$ cat src/rtl/stage_f.sv
// Instruction fetch stage.
// Issues in-order fetch requests to instruction memory, tracks the PC and
// mode of every outstanding request, buffers returned instructions in a
// 2-entry FIFO toward decode, and handles execute-stage redirects by
// flushing the buffer and discarding responses that are still in flight.
// Requests are only issued while the buffer is guaranteed room for every
// live (non-discarded) response, so the FIFO can never overflow.
module stage_f #(
  parameter logic [31:0] RESET_PC  = 32'h0000_0000,
  parameter logic        ARM_RESET = 1'b0
) (
  input  logic        clk,
  input  logic        rst_n,
  input  logic        PCSrcE,
  input  logic [31:0] PCTargetE,
  input  logic        armE,
  input  logic        StallD,
  output logic        imem_req_valid,
  input  logic        imem_req_ready,
  output logic [31:0] imem_addr,
  input  logic        imem_rsp_valid,
  input  logic [31:0] imem_rsp_data,
  output logic        ValidF,
  output logic [31:0] RDF,
  output logic [31:0] PCF,
  output logic [31:0] PCPlus4F,
  output logic        armF
);

  // One buffered instruction toward decode.
  typedef struct packed {
    logic [31:0] instr;
    logic [31:0] pc;
    logic        arm;
  } fetch_entry_t;

  // One outstanding memory request.
  typedef struct packed {
    logic [31:0] pc;
    logic        arm;
  } flight_entry_t;

  // Fetch address and mode.
  logic [31:0]   pc_r;
  logic          arm_r;

  // Decode-side FIFO.
  fetch_entry_t  fifo_r [2];
  logic          fifo_rd_r;
  logic          fifo_wr_r;
  logic [1:0]    occ_r;

  // In-flight request queue.
  flight_entry_t flight_r [2];
  logic          flight_rd_r;
  logic          flight_wr_r;
  logic [1:0]    inflight_r;
  logic [1:0]    drop_r;

  // Combinational control.
  logic [1:0]    live_s;
  logic          req_valid_s;
  logic          handshake_s;
  logic          rsp_take_s;
  logic          rsp_push_s;
  logic          consume_s;
  logic [31:0]   redirect_pc_s;
  logic [31:0]   next_pc_s;
  flight_entry_t flight_head_s;
  fetch_entry_t  fifo_head_s;
  fetch_entry_t  fifo_new_s;
  flight_entry_t flight_new_s;

  // Word-align an address.
  function automatic logic [31:0] align_word(input logic [31:0] addr);
    return addr & 32'hFFFF_FFFC;
  endfunction

  // Request credit, handshake and response/consume qualification.
  always_comb begin
    live_s        = inflight_r - drop_r;
    redirect_pc_s = align_word(PCTargetE);
    next_pc_s     = pc_r + 32'd4;
    flight_head_s = flight_r[flight_rd_r];
    fifo_head_s   = fifo_r[fifo_rd_r];

    // A request is only offered if every live response already has a FIFO
    // slot reserved; discarded responses never occupy the FIFO.
    req_valid_s = rst_n & ~PCSrcE & (inflight_r < 2'd2)
                & (({1'b0, live_s} + {1'b0, occ_r}) < 3'd2);
    handshake_s = req_valid_s & imem_req_ready;

    // A response with nothing outstanding is a protocol error and is ignored.
    rsp_take_s  = imem_rsp_valid & (inflight_r != 2'd0);
    rsp_push_s  = rsp_take_s & (drop_r == 2'd0) & ~PCSrcE;

    // A redirect turns any same-cycle consume into a no-op.
    consume_s   = (occ_r != 2'd0) & ~StallD & ~PCSrcE;

    fifo_new_s.instr = imem_rsp_data;
    fifo_new_s.pc    = flight_head_s.pc;
    fifo_new_s.arm   = flight_head_s.arm;

    flight_new_s.pc  = pc_r;
    flight_new_s.arm = arm_r;
  end

  // Fetch PC and mode: redirect wins, otherwise advance on each accepted request.
  always_ff @(posedge clk or negedge rst_n) begin
    if (!rst_n) begin
      pc_r  <= align_word(RESET_PC);
      arm_r <= ARM_RESET;
    end else if (PCSrcE) begin
      pc_r  <= redirect_pc_s;
      arm_r <= armE;
    end else if (handshake_s) begin
      pc_r  <= next_pc_s;
      arm_r <= arm_r;
    end else begin
      pc_r  <= pc_r;
      arm_r <= arm_r;
    end
  end

  // In-flight queue storage and pointers: push on handshake, pop on response.
  always_ff @(posedge clk or negedge rst_n) begin
    if (!rst_n) begin
      for (int i = 0; i < 2; i++) begin
        flight_r[i] <= '0;
      end
      flight_rd_r <= 1'b0;
      flight_wr_r <= 1'b0;
    end else begin
      if (handshake_s) begin
        flight_r[flight_wr_r] <= flight_new_s;
        flight_wr_r           <= ~flight_wr_r;
      end
      if (rsp_take_s) begin
        flight_rd_r <= ~flight_rd_r;
      end
    end
  end

  // Outstanding request count.
  always_ff @(posedge clk or negedge rst_n) begin
    if (!rst_n) begin
      inflight_r <= 2'd0;
    end else begin
      case ({handshake_s, rsp_take_s})
        2'b10:   inflight_r <= inflight_r + 2'd1;
        2'b01:   inflight_r <= inflight_r - 2'd1;
        default: inflight_r <= inflight_r;
      endcase
    end
  end

  // Count of outstanding responses that belong to a squashed fetch stream.
  always_ff @(posedge clk or negedge rst_n) begin
    if (!rst_n) begin
      drop_r <= 2'd0;
    end else if (PCSrcE) begin
      // Everything still outstanding after this cycle's response is stale.
      drop_r <= inflight_r - {1'b0, rsp_take_s};
    end else if (rsp_take_s && (drop_r != 2'd0)) begin
      drop_r <= drop_r - 2'd1;
    end else begin
      drop_r <= drop_r;
    end
  end

  // Decode FIFO: flush on redirect, otherwise push responses and pop on consume.
  always_ff @(posedge clk or negedge rst_n) begin
    if (!rst_n) begin
      for (int i = 0; i < 2; i++) begin
        fifo_r[i] <= '0;
      end
      fifo_rd_r <= 1'b0;
      fifo_wr_r <= 1'b0;
      occ_r     <= 2'd0;
    end else if (PCSrcE) begin
      fifo_rd_r <= 1'b0;
      fifo_wr_r <= 1'b0;
      occ_r     <= 2'd0;
    end else begin
      if (rsp_push_s) begin
        fifo_r[fifo_wr_r] <= fifo_new_s;
        fifo_wr_r         <= ~fifo_wr_r;
      end
      if (consume_s) begin
        fifo_rd_r <= ~fifo_rd_r;
      end
      case ({rsp_push_s, consume_s})
        2'b10:   occ_r <= occ_r + 2'd1;
        2'b01:   occ_r <= occ_r - 2'd1;
        default: occ_r <= occ_r;
      endcase
    end
  end

  // Output drive: memory request and FIFO head, zeroed while the FIFO is empty.
  always_comb begin
    imem_req_valid = req_valid_s;
    imem_addr      = pc_r;
    ValidF         = (occ_r != 2'd0);
    if (ValidF) begin
      RDF      = fifo_head_s.instr;
      PCF      = fifo_head_s.pc;
      PCPlus4F = fifo_head_s.pc + 32'd4;
      armF     = fifo_head_s.arm;
    end else begin
      RDF      = 32'd0;
      PCF      = 32'd0;
      PCPlus4F = 32'd0;
      armF     = arm_r;
    end
  end

endmodule

$ cat config.mk
export PLATFORM = sky130hd
export DESIGN_NAME = stage_f
export DESIGN_NICKNAME = d
export VERILOG_FILES = /design/src/rtl/stage_f.sv
export SDC_FILE = /design/constraint.sdc
export NUM_CORES = 1
export LEC_CHECK = 0
export BUFFER_PORTS_ARGS = -buffer_cell sky130_fd_sc_hd__buf_2
export CORE_UTILIZATION = 45
export CTS_BUF_LIST = sky130_fd_sc_hd__clkbuf_8
export DETAILED_ROUTE_END_ITERATION = 8
export PLACE_DENSITY = 0.66
export SYNTH_ARGS = -nofsm -noshare
export SYNTH_HDL_FRONTEND = slang
export SYNTH_SLANG_ARGS = --single-unit
$ cat constraint.sdc
create_clock -name clk -period 10.56 [get_ports clk]
set_input_delay 2.112 -clock clk [delete_from_list [all_inputs] [get_ports clk]]
set_output_delay 2.112 -clock clk [all_outputs]
set_load 0.005 [all_outputs]
==> results.md, run 1 <==
Worst setup path:
- On the critical path, the stage with the largest delay is an instance of sky130_fd_sc_hd__dfrtp_4.
- The delay of the slowest cell on the worst path is 0.87 ns.
- The maximum net fanout on the critical path is 55.
- Walking the worst path, the cells encountered are buf_4 -> nand3_1 -> a221oi_2 -> nand2_1 -> nor4b_1 -> mux2_2 -> buf_2.
- The sum of buffers and inverters on the critical path is 2.
- The endpoint arrival time on the critical path is about 4.5 ns.
- The worst setup path is launched from a register.
- The kind of cell with the highest combined delay along the critical path is simple AND/OR/NAND/NOR gates.
- For flop-to-flop paths, the worst setup slack is about 7 ns.
- The critical path is of the register to output pin type.
- STA classifies the critical path endpoint as an output pin.
- The required time at the worst-slack endpoint is ~8.5 ns.

Clocking:
- The number of buffers created by CTS is 40.
- The number of gates resized after CTS is 0.
- Post-CTS timing repair inserted 0 buffers for setup.
- In this run, post-CTS hold repair placed 0 buffers.
- The depth of the CTS H-tree is 2.
- No sink is reached through more buffers than the 3 on the longest clock path.
- The clock tree from TritonCTS is done.
- Clock latency on the worst-skew pair, taken at its later pin, is 0.54 ns.
- The number of clock sinks is 229.
- The clock transition time at the flip-flop clock pins of the worst setup and hold paths is approximately 0.06 ns.
- The buffer type at the clock tree root is sky130_fd_sc_hd__clkbuf_8.

Detailed routing:
- After detailed routing, no signal wire sits above met4.
- The number of vias in the routed layout is 8772.
- The length of the first detailed-routing pass in iterations is 5.
- The DRC violations left is 0.
- Dividing the detail-routed wire length by the instance count gives approximately 17 um.
- The length of routed wiring on met1 is 13900 um.
- The count of nets left with antenna violations once routing finished came out at 0.
- The final layout contains routed wiring with a total length of 27300 um.
- Wire segments on met3 add up to 1700 um in the final route.
- The violation count after the first detailed-routing iteration is between 600 and 700.
- Detailed routing placed a total of between 10000 and 15000 um of wire on met2.
- The ratio of routed vias to standard cells is about 5.4.

Logic synthesis:
- The share of cell area taken by muxes after synthesis is between 20% and 30%.
- Dividing the synthesized area by the synthesized cell count gives roughly 11 um2.
- The fraction of synthesis flops using an asynchronous set or reset pin is 100%.
- The arithmetic-cell share of the synthesized area counting full adders, half adders and majority gates is 0.834%.
- The synthesized netlist devotes 9.90% of its cell area to compound gates.
- After synthesis, the netlist uses just under 60 different library cells.
- The warning count from the yosys run is 0.
- Of the total synthesized cell area, the portion taken by XOR and XNOR cells is approximately 1.8%.
- The netlist area before placement is roughly 11000 um2.
- For this run, the leading register cell type out of synthesis is sky130_fd_sc_hd__dfrtp_1.
- The combinational family with the most area after synthesis is multiplexers.
- The area share of and/or/nand/nor cells after synthesis is 13.4%.
- Counting flops with a built-in enable in the synthesized netlist gives 0.
- Counting flops and latches in the post-synthesis netlist gives between 200 and 250.
- The number of instances in the synthesized netlist is around 1.1k.
- The sequential cell area fraction in the yosys report is around 50%.

Power and ir drop:
- Net switching is roughly 35% of the power.
- Internal power comes to around 0.0023 W.
- The largest vdd supply drop is around 0.11 mV.
- The combinational power share is about a third.
- Summed over all nets, the switching power comes to between 0.001 and 0.0015 W.
- Power spread over the standard cell area amounts to between 200 and 300 nW/um2.
- Per report_power, the sequential group accounts for 42.9% of the total.
- The portion of total power attributed to the clock network is approximately a quarter.
- The standby leakage power is around 6.3 nW.

Timing:
- At the pin with the least slew margin, the transition time is 1.08 ns.
- In this run the tightest slew margin relative to its limit is ~28%.
- The number of hold violations in the final report was 0.
- The highest clock frequency the design can meet is 0.150 GHz.
- In the final timing run, aggregate negative setup slack is 0 ns.
- The setup clock skew after layout is between 0.02 and 0.03 ns.
- The post-route fraction of the period consumed by the critical path is a little over three fifths.
- Setup repair after global routing left no endpoint under its margin.
- The post-route worst hold slack is 0.478 ns.
- The number of max-slew violations in the final report was 0.
- The count of endpoints failing setup in the final report is 0.
- For the finished layout, the period the worst path requires is about 6.6 ns.

Layout:
- The area growth from synthesis to layout is 17.9%.
- The filler cells instantiated in the layout total about 2.2k.
- The count of cells in the finished layout, fillers not included, comes to 1618.
- The multi-input combinational cell area is roughly 5300 um2.
- The net total in the final layout is ~1.3k.
- The footprint of the flip-flops and latches is approximately 5700 um2.
- The post-route netlist has approximately a third of its cells at a drive strength greater than 1.

Global routing:
- The first global-routing pass estimated between 40000 and 50000 um of wire.
- Global routing used a little over a fifth of the available tracks across all layers.
- The number of global-route vias before repair was about 8.3k.
- Entering global routing, the biggest net connects 95 pins.
- The number of antenna violations at the first check in global routing is 1.
- Global routing finished with a remaining overflow of 0.

Placed design:
- The count of buffers added on input and output ports is 193.
- At the end of routability-driven placement, the weighted congestion stood at slightly below 0.8.
- In this run, placement finished with an instance count of 1547.
- Detailed placement finished with a half-perimeter wire length of 18200 um.

Floorplanning:
- For this design the top-level I/O count stands at 202.
- The die covers about 26000 um2.
- The cell row count is 57.
- The floorplan core area is 24600 um2.
- The starting density of the core is between 40% and 50%.
- The floorplan die width is approximately 160 um.
- The die height is ~160 um.

Hold path:
- The worst min-delay path class is register to register.

Status:
- The run finished with clean final reports.

Flow run:
- The max-cap violation count is 0.
## cells in the final DEF (no fill, tap or decap), types with 7 or more instances in the layout
cell	instances
sky130_fd_sc_hd__a21oi_1	76
sky130_fd_sc_hd__xnor2_1	20
sky130_fd_sc_hd__inv_1	25
sky130_fd_sc_hd__nand2_1	67
sky130_fd_sc_hd__nor2_1	155
sky130_fd_sc_hd__o211ai_1	11
sky130_fd_sc_hd__o21ai_0	41
sky130_fd_sc_hd__buf_4	15
sky130_fd_sc_hd__nand3_1	31
sky130_fd_sc_hd__and2_1	8
sky130_fd_sc_hd__mux2i_1	90
sky130_fd_sc_hd__clkbuf_8	53
sky130_fd_sc_hd__buf_2	192
sky130_fd_sc_hd__and3_1	7
sky130_fd_sc_hd__o311ai_0	10
sky130_fd_sc_hd__nand4_1	18
sky130_fd_sc_hd__dfrtp_1	227
sky130_fd_sc_hd__nor3_1	10
sky130_fd_sc_hd__mux2_2	126
sky130_fd_sc_hd__a31oi_1	12
## per-layer routing
metal	up-vias	global-route usage, %
met5	-	0
met4	0	4.46
met3	25	4.26
met1	4256	33.9
li1	4211	-
met2	280	29.5
## final cells by class
class	instances	share of cell area, %
sequential	229	42.6
multi-input combinational	770	39.6
timing repair buffer	208	8.09
clock buffer	53	5.42
tap	324	3.01
clock inverter	17	0.791
inverter	16	0.446
antenna	1	0.0186
## worst reg2reg max path, stage by stage, from the launching register on
cell	delay (ns)
sky130_fd_sc_hd__dfrtp_1	0.42
sky130_fd_sc_hd__inv_1	0.09
sky130_fd_sc_hd__ha_1	0.21
sky130_fd_sc_hd__xnor2_1	0.17
sky130_fd_sc_hd__xnor2_1	0.17
sky130_fd_sc_hd__fa_1	0.45
sky130_fd_sc_hd__and4b_1	0.22
sky130_fd_sc_hd__and3_1	0.18
sky130_fd_sc_hd__buf_4	0.21
sky130_fd_sc_hd__nand2_1	0.59
sky130_fd_sc_hd__buf_4	0.40
sky130_fd_sc_hd__mux2_2	0.38
## kinds of logic after synthesis
group           count (synthesis)
flops                         229
mux                           216
xor+xnor                       24
simple gates                  334
compound gates                183
other cells                     1
fa+ha+maj                       7
buf+inv                        88
## stage by stage
step | total power (W) | cell area, um2 | setup slack, ns | util (%)
floorplan | 0.00233 | 11400 | 5.56 | -
global placement | 0.00269 | 12600 | 4.59 | 51.3
detailed placement | 0.00274 | 12600 | 4.56 | 51.3
CTS | 0.00358 | 13400 | 3.98 | 54.7
global route | 0.00381 | 13400 | 3.74 | 54.7
finish | 0.00355 | 13500 | 3.91 | 54.7
## path summary, 6_finish.rpt
| check | from | endpoint | cells past startpoint |
|---|---|---|---|
| min reg2reg | flight_r[25]$_DFFE_PN0P_ | flight_r[25]$_DFFE_PN0P_ | 2 |
| max | fifo_rd_r$_DFFE_PN0P_ | PCPlus4F[26] | 7 |
| max reg2reg | inflight_r[0]$_DFFE_PN0P_ | flight_r[9]$_DFFE_PN0P_ | 11 |
| max in group asynchronous | rst_n | fifo_r[19]$_DFFE_PN0P_ | 3 |
| min in group asynchronous | rst_n | fifo_r[125]$_DFFE_PN0P_ | 1 |
| min | flight_r[25]$_DFFE_PN0P_ | flight_r[25]$_DFFE_PN0P_ | 2 |
## power by group through the flow
stage          combinational [W]  sequential (W)  clock, W
6_report                 0.00120         0.00152  0.000833
3_3_place_gp             0.00117         0.00152         0
3_5_place_dp             0.00120         0.00154         0
5_1_grt                  0.00134         0.00158  0.000897
2_1_floorplan           0.000913         0.00142         0
4_1_cts                  0.00120         0.00152  0.000855
## registers in the layout (all words and copies together), names as in the netlist
| signal | count |
|---|---|
| imem_addr | 30 |
| occ_r | 2 |
| fifo_r | 126 |
| fifo_wr_r | 1 |
| flight_r | 62 |
| flight_wr_r | 1 |
| inflight_r | 2 |
| drop_r | 2 |
| flight_rd_r | 1 |
| fifo_rd_r | 1 |
| arm_r | 1 |
## synthesized netlist by cell type, types with 3 or more instances
| cell | count | area, um2 |
|---|---|---|
| sky130_fd_sc_hd__o311ai_0 | 10 | 87.6 |
| sky130_fd_sc_hd__ha_1 | 6 | 75.1 |
| sky130_fd_sc_hd__nand3b_1 | 4 | 30.0 |
| sky130_fd_sc_hd__a21oi_1 | 76 | 380 |
| sky130_fd_sc_hd__a32o_1 | 3 | 30.0 |
| sky130_fd_sc_hd__inv_1 | 15 | 56.3 |
| sky130_fd_sc_hd__buf_1 | 9 | 33.8 |
| sky130_fd_sc_hd__nor2b_1 | 4 | 25.0 |
| sky130_fd_sc_hd__clkbuf_1 | 35 | 131 |
| sky130_fd_sc_hd__nand4_1 | 18 | 113 |
| sky130_fd_sc_hd__xor2_1 | 4 | 35.0 |
| sky130_fd_sc_hd__dfrtp_1 | 229 | 5730 |
| sky130_fd_sc_hd__a221o_1 | 3 | 30.0 |
| sky130_fd_sc_hd__nand2b_1 | 5 | 31.3 |
| sky130_fd_sc_hd__and2_1 | 8 | 50.1 |
| sky130_fd_sc_hd__o31a_1 | 6 | 52.6 |
| sky130_fd_sc_hd__and3_1 | 7 | 43.8 |
| sky130_fd_sc_hd__o31ai_1 | 6 | 45.0 |
| sky130_fd_sc_hd__nor4_1 | 6 | 37.5 |
| sky130_fd_sc_hd__or3_1 | 3 | 18.8 |
| sky130_fd_sc_hd__nand2_1 | 67 | 251 |
| sky130_fd_sc_hd__xnor2_1 | 20 | 175 |
| sky130_fd_sc_hd__nor2_1 | 157 | 589 |
| sky130_fd_sc_hd__o21ai_0 | 41 | 205 |
| sky130_fd_sc_hd__mux2i_1 | 90 | 901 |
| sky130_fd_sc_hd__nor3_1 | 11 | 55.1 |
| sky130_fd_sc_hd__a31oi_1 | 12 | 75.1 |
| sky130_fd_sc_hd__mux2_2 | 126 | 1420 |
| sky130_fd_sc_hd__buf_4 | 6 | 45.0 |
| sky130_fd_sc_hd__buf_2 | 20 | 100 |
| sky130_fd_sc_hd__nand3_1 | 31 | 155 |
| sky130_fd_sc_hd__o211ai_1 | 11 | 82.6 |
(Power assumes the default switching activity.)
==> inputs of run 2 (changes only) <==
Settings changed: PLACE_DENSITY 0.66 to 0.69.
Clock period 10.56 ns to 5.5 ns, I/O delays scaled along.
==> run 2 against run 1 <==
  * Die area unchanged
  * Largest cell class unchanged
  * Final area up 0.16%
  * Sequential power up 93%
  * Worst hold slack worse by 0.0017 ns
  * Cell count about the same
  * Critical endpoint unchanged
==> results.md, run 2 (same netlist as run 1, synthesis figures left out) <==
Worst setup path:
- The sum of buffers and inverters on the critical path is 2 (unchanged).
- The endpoint arrival time on the critical path is 3.76 ns (-0.78 ns).
- The required time at the worst-slack endpoint came to 4.40 ns (-4.05 ns).
- The family with the most delay on the worst path is flip-flops.
- On the critical path, the stage with the largest delay is an instance of sky130_fd_sc_hd__dfrtp_4.
- The cell count along the critical path was 7 (unchanged).
- The category of the worst setup path capture point is an output pin.
- The delay of the slowest cell on the worst path was 0.86 ns (about the same).
- The startpoint-to-endpoint class of the critical path is register to output pin.
- The kind of start point of the critical path is a register.
- The worst reg2reg path depth is 12 (+1).
- The critical path goes through buf_4 -> mux2i_1 -> a211oi_2 -> nand4_1 -> nor4b_1 -> mux2_2 -> buf_2.
- The maximum net fanout on the critical path was 42 (-24%).

Timing:
- The final setup TNS is 0 ns (unchanged).
- The worst-case headroom to the max-slew limit is 27.0% (-0.88 points).
- Subtracting the final worst setup slack from the clock period gives a little under 5 ns.
- The setup clock skew after layout is 0.0243 ns (-0.00332 ns).
- Setup repair after global routing left no endpoint under its margin.
- The count of endpoints failing setup in the final report came to 0 (unchanged).
- The measured slew at the worst slew-check pin is 1.09 ns (+0.0132 ns).
- The post-route worst hold slack is 0.476 ns (-0.00169 ns).
- The number of hold violations in the final report is 0 (unchanged).
- Of the available clock period, the critical path in the final layout requires 88.3%.
- Timing would allow up to slightly above 0.2 GHz.
- The number of max-slew violations in the final report is 0 (unchanged).

Clocking:
- The clock latency at the later pin of the worst-skew pair is 0.55 ns (about the same).
- TritonCTS built the clock tree.
- The number of clock sinks is 229 (unchanged).
- The clock transition time at the flip-flop clock pins of the worst setup and hold paths is 0.05 ns (about the same).
- The buffer type at the clock tree root is sky130_fd_sc_hd__clkbuf_8.
- The cts-stage hold buffer count is 0 (unchanged).
- The number of buffers added for setup after CTS was 0 (unchanged).
- The maximum count of clock buffers along a single path came to 3 (unchanged).
- The number of buffers created by CTS is 40 (unchanged).
- The number of gates resized after CTS was 0 (unchanged).
- The depth of the CTS H-tree is 2 (unchanged).

Global routing:
- The number of global-route vias before repair is 8436 (+1.8%).
- The global-route usage over all layers is 21.2% (-0.094 points).
- The number of antenna violations at the first check in global routing was 0 (-1).
- The first-pass GRT wire length came to 44200 um (-1.1%).
- The global-route congestion overflow total is 0 (unchanged).
- The largest net degree at the start of global routing is 176 (+85%).

Placed design:
- The final HPWL from detailed placement is 18400 um (+0.95%).
- The total placed instance area is 12600 um2 (+0.20%).
- The total of buffers placed on input and output ports is 193 (unchanged).
- The routability congestion estimate is 0.835 (+5.2%).

Layout:
- In the layout the commonest cells are sky130_fd_sc_hd__dfrtp_1 (227), sky130_fd_sc_hd__buf_2 (192), sky130_fd_sc_hd__nor2_1 (155).
- The antenna cell count is 0 (-1).
- fifo_r holds more flip-flops than any other register.
- The proportion of layout cells with a drive suffix above 1 is 31.7% (+0.18 points).
- The leading cell type in the layout, fill and taps excluded is sky130_fd_sc_hd__dfrtp_1.
- The net total in the final layout was 1343 (unchanged).
- The synthesis-to-layout area growth is 18.1%.
- The flip-flop count of the largest register, all copies and words added is 126 (unchanged).
- The final instance area is 13500 um2 (+0.16%).

Power and ir drop:
- The internal power component is 0.00439 W (+91%).
- The standby leakage power was 6.31 nW (+0.26%).
- The portion of total power attributed to the clock network is 23.1% (-0.4 points).
- The largest vdd supply drop is 0.178 mV (+58%).
- The ratio of total power to cell area is 506 nW/um2 (+91%).
- The combinational power share was 33.9% (+0.3 points).
- The switching power share of the total came to 35.6% (+0.20 points).
- The total power after layout was 0.00681 W (+92%).
- The sequential group share of total power is 43.0% (about the same).
- The net switching power was 0.00242 W (+93%).

Floorplanning:
- The die height is 161 um (unchanged).
- The floorplan die width was 161 um (unchanged).
- The floorplan core area is 24600 um2 (unchanged).
- The floorplan die area is 26000 um2 (unchanged).
- The cell row count is 57 (unchanged).
- The starting density of the core is 46.4% (unchanged).
- The top-level I/O count is 202 (unchanged).

Hold path:
- The worst min-delay path class is input pin to asynchronous set/reset pin.

Detailed routing:
- The length of the first detailed-routing pass in iterations is 6 (+1).
- The DRC violations left came to 0 (unchanged).
- The length of routed wiring on met1 is 13600 um (-2.2%).
- The number of vias in the routed layout is 8843 (+0.81%).
- The topmost layer with routed signal wires is met4.
- The count of antenna-violating nets left after detailed routing came to 0 (unchanged).
- The wire length on met3 came to 1780 um (+4.6%).
- The final wirelength is 27500 um (+1.0%).
- The ratio of routed vias to standard cells came to 5.46 (+0.75%).
- The violation count after the first detailed-routing iteration was 593 (-11%).
- The detailed-routed wire length on met2 is 11800 um (+3.4%).
- The per-cell routed wire length is 17.0 um (+0.96%).

Status:
- The run finished with clean final reports.

Flow run:
- The max-cap violation count is 0 (unchanged).
## run 2: path summary, 6_finish.rpt
| path | startpoint | to | slack, ns |
|---|---|---|---|
| worst max-delay path | fifo_rd_r$_DFFE_PN0P_ | PCPlus4F[26] | 0.64 |
| worst min register to register | flight_r[18]$_DFFE_PN0P_ | flight_r[18]$_DFFE_PN0P_ | 0.48 |
| min in group clk | flight_r[18]$_DFFE_PN0P_ | flight_r[18]$_DFFE_PN0P_ | 0.48 |
| worst max register to register | inflight_r[0]$_DFFE_PN0P_ | flight_r[43]$_DFFE_PN0P_ | 1.82 |
| max in group asynchronous | rst_n | fifo_rd_r$_DFFE_PN0P_ | 3.66 |
| worst min-delay path | rst_n | fifo_r[115]$_DFFE_PN0P_ | 0.48 |
## run 2: metrics by stage
step	util, %	std cells	setup slack, ns
global route	54.8	1619	0.339
CTS	54.8	1619	0.643
detailed placement	51.4	1547	1.24
finish	54.8	1619	0.644
floorplan	-	1087	1.51
global placement	51.4	1547	1.24
## run 2: area by class of cell
type / instances / area, um2
Fill cell: 2152 / 11100
Sequential cell: 229 / 5740
Multi-Input combinational cell: 770 / 5320
Timing Repair Buffer: 208 / 1110
Clock buffer: 54 / 743
Tap cell: 324 / 405
Clock inverter: 18 / 91.3
Inverter: 16 / 60.1
## run 2: layer usage
layer / vias to the layer above / GRT usage [%]
li1: 4218 / -
met1: 4291 / 32.0
met2: 303 / 31.4
met3: 31 / 3.67
met4: 0 / 5.45
met5: - / 0
## run 2: worst reg2reg max path, stage by stage, from the launching register on
cell and delay, ns:
sky130_fd_sc_hd__dfrtp_1 0.41, sky130_fd_sc_hd__inv_1 0.09, sky130_fd_sc_hd__ha_1 0.21, sky130_fd_sc_hd__xnor2_1 0.13
sky130_fd_sc_hd__xnor2_1 0.14, sky130_fd_sc_hd__fa_1 0.50, sky130_fd_sc_hd__and4b_1 0.23, sky130_fd_sc_hd__and3_1 0.44
sky130_fd_sc_hd__clkinv_1 0.12, sky130_fd_sc_hd__buf_4 0.25, sky130_fd_sc_hd__nor2_2 0.24, sky130_fd_sc_hd__buf_4 0.41
sky130_fd_sc_hd__mux2_2 0.39
## run 2: power by group through the flow
stage / registers, W / logic (W) / clock network [W]
3_5_place_dp: 0.00296 / 0.00231 / 0
6_report: 0.00293 / 0.00231 / 0.00157
3_3_place_gp: 0.00292 / 0.00226 / 0
2_1_floorplan: 0.00272 / 0.00175 / 0
4_1_cts: 0.00293 / 0.00232 / 0.00161
5_1_grt: 0.00304 / 0.00257 / 0.00169
==> inputs of run 3 (changes only) <==
Settings changed: BUFFER_PORTS_ARGS -buffer_cell sky130_fd_sc_hd__buf_2 to -buffer_cell sky130_fd_sc_hd__buf_4, GPL_TIMING_DRIVEN set to 0.
==> run 3 against run 2 <==
  * Die area stayed put
  * Via count increased by 5.3%
  * Final area grew 5.0%
  * Critical path depth rose by 5
  * Cell count grew 3.5%
  * Flip-flop and latch count unchanged
  * Register-to-register slack improved by 0.21 ns
  * Clock power is 3% higher
  * Routed wire length up 14%
  * Worst hold slack improved by 0.0075 ns
  * Count of clock-buffer cells in the layout shrank 3
  * Total power increased by 4.2%
==> results.md, run 3 (same netlist as run 1, synthesis figures left out) <==
Clocking:
- The buffer type at the clock tree root is sky130_fd_sc_hd__clkbuf_8.
- TritonCTS built the clock tree.
- The cts-stage hold buffer count is 0 (unchanged).
- The depth of the CTS H-tree is 2 (unchanged).
- The clock latency at the later pin of the worst-skew pair is 0.54 ns (about the same).
- The number of clock sinks is 229 (unchanged).
- The maximum count of clock buffers along a single path is 3 (unchanged).
- The clock transition time at the flip-flop clock pins of the worst setup and hold paths is 0.06 ns (about the same).
- The number of buffers created by CTS is 40 (unchanged).

Global routing:
- The number of global-route vias before repair is 9039 (+7.1%).
- The global-route congestion overflow total is 0 (unchanged).
- The first-pass GRT wire length is 49600 um (+12%).
- The number of antenna violations at the first check in global routing was 0 (unchanged).
- The largest net degree at the start of global routing is 120 (-32%).
- The global-route usage over all layers is 24.2% (+3.0 points).

Timing:
- The final critical-path required period is 5.23 ns (+0.375 ns).
- The count of endpoints failing setup in the final report is 0 (unchanged).
- The final setup TNS is 0 ns (unchanged).
- The post-route fraction of the period consumed by the critical path is 95.1% (+6.8 points).
- The highest clock frequency the design can meet is 0.191 GHz (-7.2%).
- The worst-case headroom to the max-slew limit is 14.6% (-12 points).
- The setup clock skew after layout is 0.0203 ns (-0.00405 ns).
- The number of max-slew violations in the final report is 0 (unchanged).
- The number of hold violations in the final report is 0 (unchanged).
- Setup repair after global routing left no endpoint under its margin.
- The measured slew at the worst slew-check pin was 1.28 ns (+0.187 ns).

Worst setup path:
- The worst setup slack for register-to-register paths is 2.03 ns (+0.21 ns).
- The category of the worst setup path capture point is an output pin.
- The worst flop-to-flop path endpoint is inflight_r[1]$_DFFE_PN0P_.
- In this run the worst setup path begins at fifo_rd_r$_DFFE_PN0P_.
- The worst setup path is launched from a register.
- The startpoint-to-endpoint class of the critical path is register to output pin.
- The worst register-to-register path begins at inflight_r[0]$_DFFE_PN0P_.
- The maximum net fanout on the critical path is 10 (-76%).
- The most critical setup path has its endpoint at PCPlus4F[26].
- The required time at the worst-slack endpoint came to 4.40 ns (about the same).
- The worst reg2reg path depth is 13 (+1).
- The endpoint arrival time on the critical path was 4.13 ns (+0.37 ns).

Detailed routing:
- The final wirelength is 31300 um (+14%).
- The per-cell routed wire length is 18.7 um (+10%).
- The DRC violations left is 0 (unchanged).
- The length of the first detailed-routing pass in iterations is 5 (-1).
- The violation count after the first detailed-routing iteration is 678 (+14%).
- The count of antenna-violating nets left after detailed routing was 0 (unchanged).
- The number of vias in the routed layout is 9313 (+5.3%).
- The ratio of routed vias to standard cells was 5.56 (+1.8%).

Hold path:
- In this run the worst hold path is classified as register to register.

Floorplanning:
- The starting density of the core is 46.4% (unchanged).
- The floorplan die width is 161 um (unchanged).
- The die height is 161 um (unchanged).
- The floorplan core area is 24600 um2 (unchanged).
- The cell row count is 57 (unchanged).
- The top-level I/O count was 202 (unchanged).
- The floorplan die area was 26000 um2 (unchanged).

Layout:
- The register containing the most flip-flops in the final layout is fifo_r.
- The core utilization of the finished layout is 57.5% (+2.8 points).
- The flip-flop count of the largest register, all copies and words added is 126 (unchanged).
- The leading cell type in the layout, fill and taps excluded is sky130_fd_sc_hd__dfrtp_1.
- The antenna cell count is 0 (unchanged).
- The final instance area is 14200 um2 (+5.0%).
- The proportion of layout cells with a drive suffix above 1 came to 30.6% (-1.1 points).
- The filler cell count is 2192 (+1.9%).
- The area growth from synthesis to layout is 24.0%.
- The net total in the final layout is 1399 (+4.2%).
- The library cells used most frequently in the layout, excluding fill and tap cells, are sky130_fd_sc_hd__dfrtp_1 (229), sky130_fd_sc_hd__buf_4 (197), sky130_fd_sc_hd__nor2_1 (157).

Power and ir drop:
- The total power after layout is 0.00710 W (+4.2%).
- The ratio of total power to cell area came to 502 nW/um2 (-0.79%).
- The standby leakage power is 6.52 nW (+3.3%).
- The largest vdd supply drop is 0.187 mV (+5.2%).

Flow run:
- The max-cap violation count is 0 (unchanged).

Placed design:
- The total placed instance area is 13300 um2 (+5.3%).
- The total of buffers placed on input and output ports is 192 (-0.52%).
- The routability congestion estimate came to 0.848 (+1.6%).
- The final HPWL from detailed placement is 22700 um (+24%).

Status:
- The run finished with clean final reports.
==> run 3: cell count changes in the layout (fill, tap and decap cells not counted), moves of 3 or more <==
cell and change:
sky130_fd_sc_hd__clkinv_2 -3, sky130_fd_sc_hd__buf_1 +9, sky130_fd_sc_hd__clkbuf_1 +34, sky130_fd_sc_hd__buf_4 +184
sky130_fd_sc_hd__buf_2 -172, sky130_fd_sc_hd__inv_1 +5, sky130_fd_sc_hd__clkbuf_8 -3
==> run 3: worst min path at each step <==
stage | start | to | slack [ns] | cells after the start
detailed placement | flight_r[18]$_DFFE_PN0P_ | flight_r[18]$_DFFE_PN0P_ | 0.48 | 2
CTS | flight_r[5]$_DFFE_PN0P_ | flight_r[5]$_DFFE_PN0P_ | 0.49 | 2
floorplan | flight_r[14]$_DFFE_PN0P_ | flight_r[14]$_DFFE_PN0P_ | 0.45 | 2
finish | flight_r[25]$_DFFE_PN0P_ | flight_r[25]$_DFFE_PN0P_ | 0.48 | 2
global route | fifo_r[128]$_DFFE_PN0P_ | fifo_r[128]$_DFFE_PN0P_ | 0.51 | 1
global placement | flight_r[5]$_DFFE_PN0P_ | flight_r[5]$_DFFE_PN0P_ | 0.46 | 2
==> run 3: final cells by class <==
cell class              count  area (um2)  area share (%)
multi-input cells         770        5310            37.5
well taps                 324         405            2.86
repair buffers            193        1480            10.4
flip-flops and latches    229        5730            40.5
inverters                  16        60.1           0.424
clock inverters            21         143            1.01
clock buffers              51         702            4.96
plain buffers              71         329            2.33
==> run 3: critical path: stages (launching register included) <==
cell and delay, ns:
sky130_fd_sc_hd__dfrtp_1 0.34, sky130_fd_sc_hd__buf_6 0.17, sky130_fd_sc_hd__buf_6 0.16, sky130_fd_sc_hd__buf_2 0.25
sky130_fd_sc_hd__buf_2 0.34, sky130_fd_sc_hd__buf_2 0.35, sky130_fd_sc_hd__mux2_2 0.28, sky130_fd_sc_hd__ha_1 0.20
sky130_fd_sc_hd__and2_2 0.29, sky130_fd_sc_hd__nand2_1 0.23, sky130_fd_sc_hd__nor4b_1 0.45, sky130_fd_sc_hd__mux2_2 0.39
sky130_fd_sc_hd__buf_4 0.14
==> run 3: per-layer routing <==
| layer | global-route usage, % | routed length (um) | vias up |
|---|---|---|---|
| li1 | - | - | 4330 |
| met1 | 35.2 | 14700 | 4534 |
| met2 | 36.9 | 13900 | 399 |
| met3 | 4.37 | 2160 | 50 |
| met4 | 6.82 | 607 | 0 |
| met5 | 0 | 0 | - |
==> run 3: report_power, final <==
part | switching [W] | internal, W | total (W)
clock network | 0.000694 | 0.000926 | 0.00162
logic | 0.00136 | 0.00127 | 0.00262
registers | 0.000479 | 0.00238 | 0.00286
==> run 3: stage by stage <==
| step | instances | hold slack (ns) | setup slack (ns) |
|---|---|---|---|
| final | 1675 | 0.484 | 0.270 |
| after global routing | 1675 | 0.513 | 0.0751 |
| after CTS | 1675 | 0.489 | 0.139 |
| after detailed placement | 1604 | 0.477 | 0.573 |
| after global placement | 1603 | 0.464 | -0.0352 |
| after floorplan | 1087 | 0.450 | 1.51 |
==> run 3: what timing repair did <==
item | CTS | global route
setup buffers | 0 | 0
hold endpoints to repair | 0 | 0
setup endpoints to repair | 1 | 1
resized for setup | 0 | 1
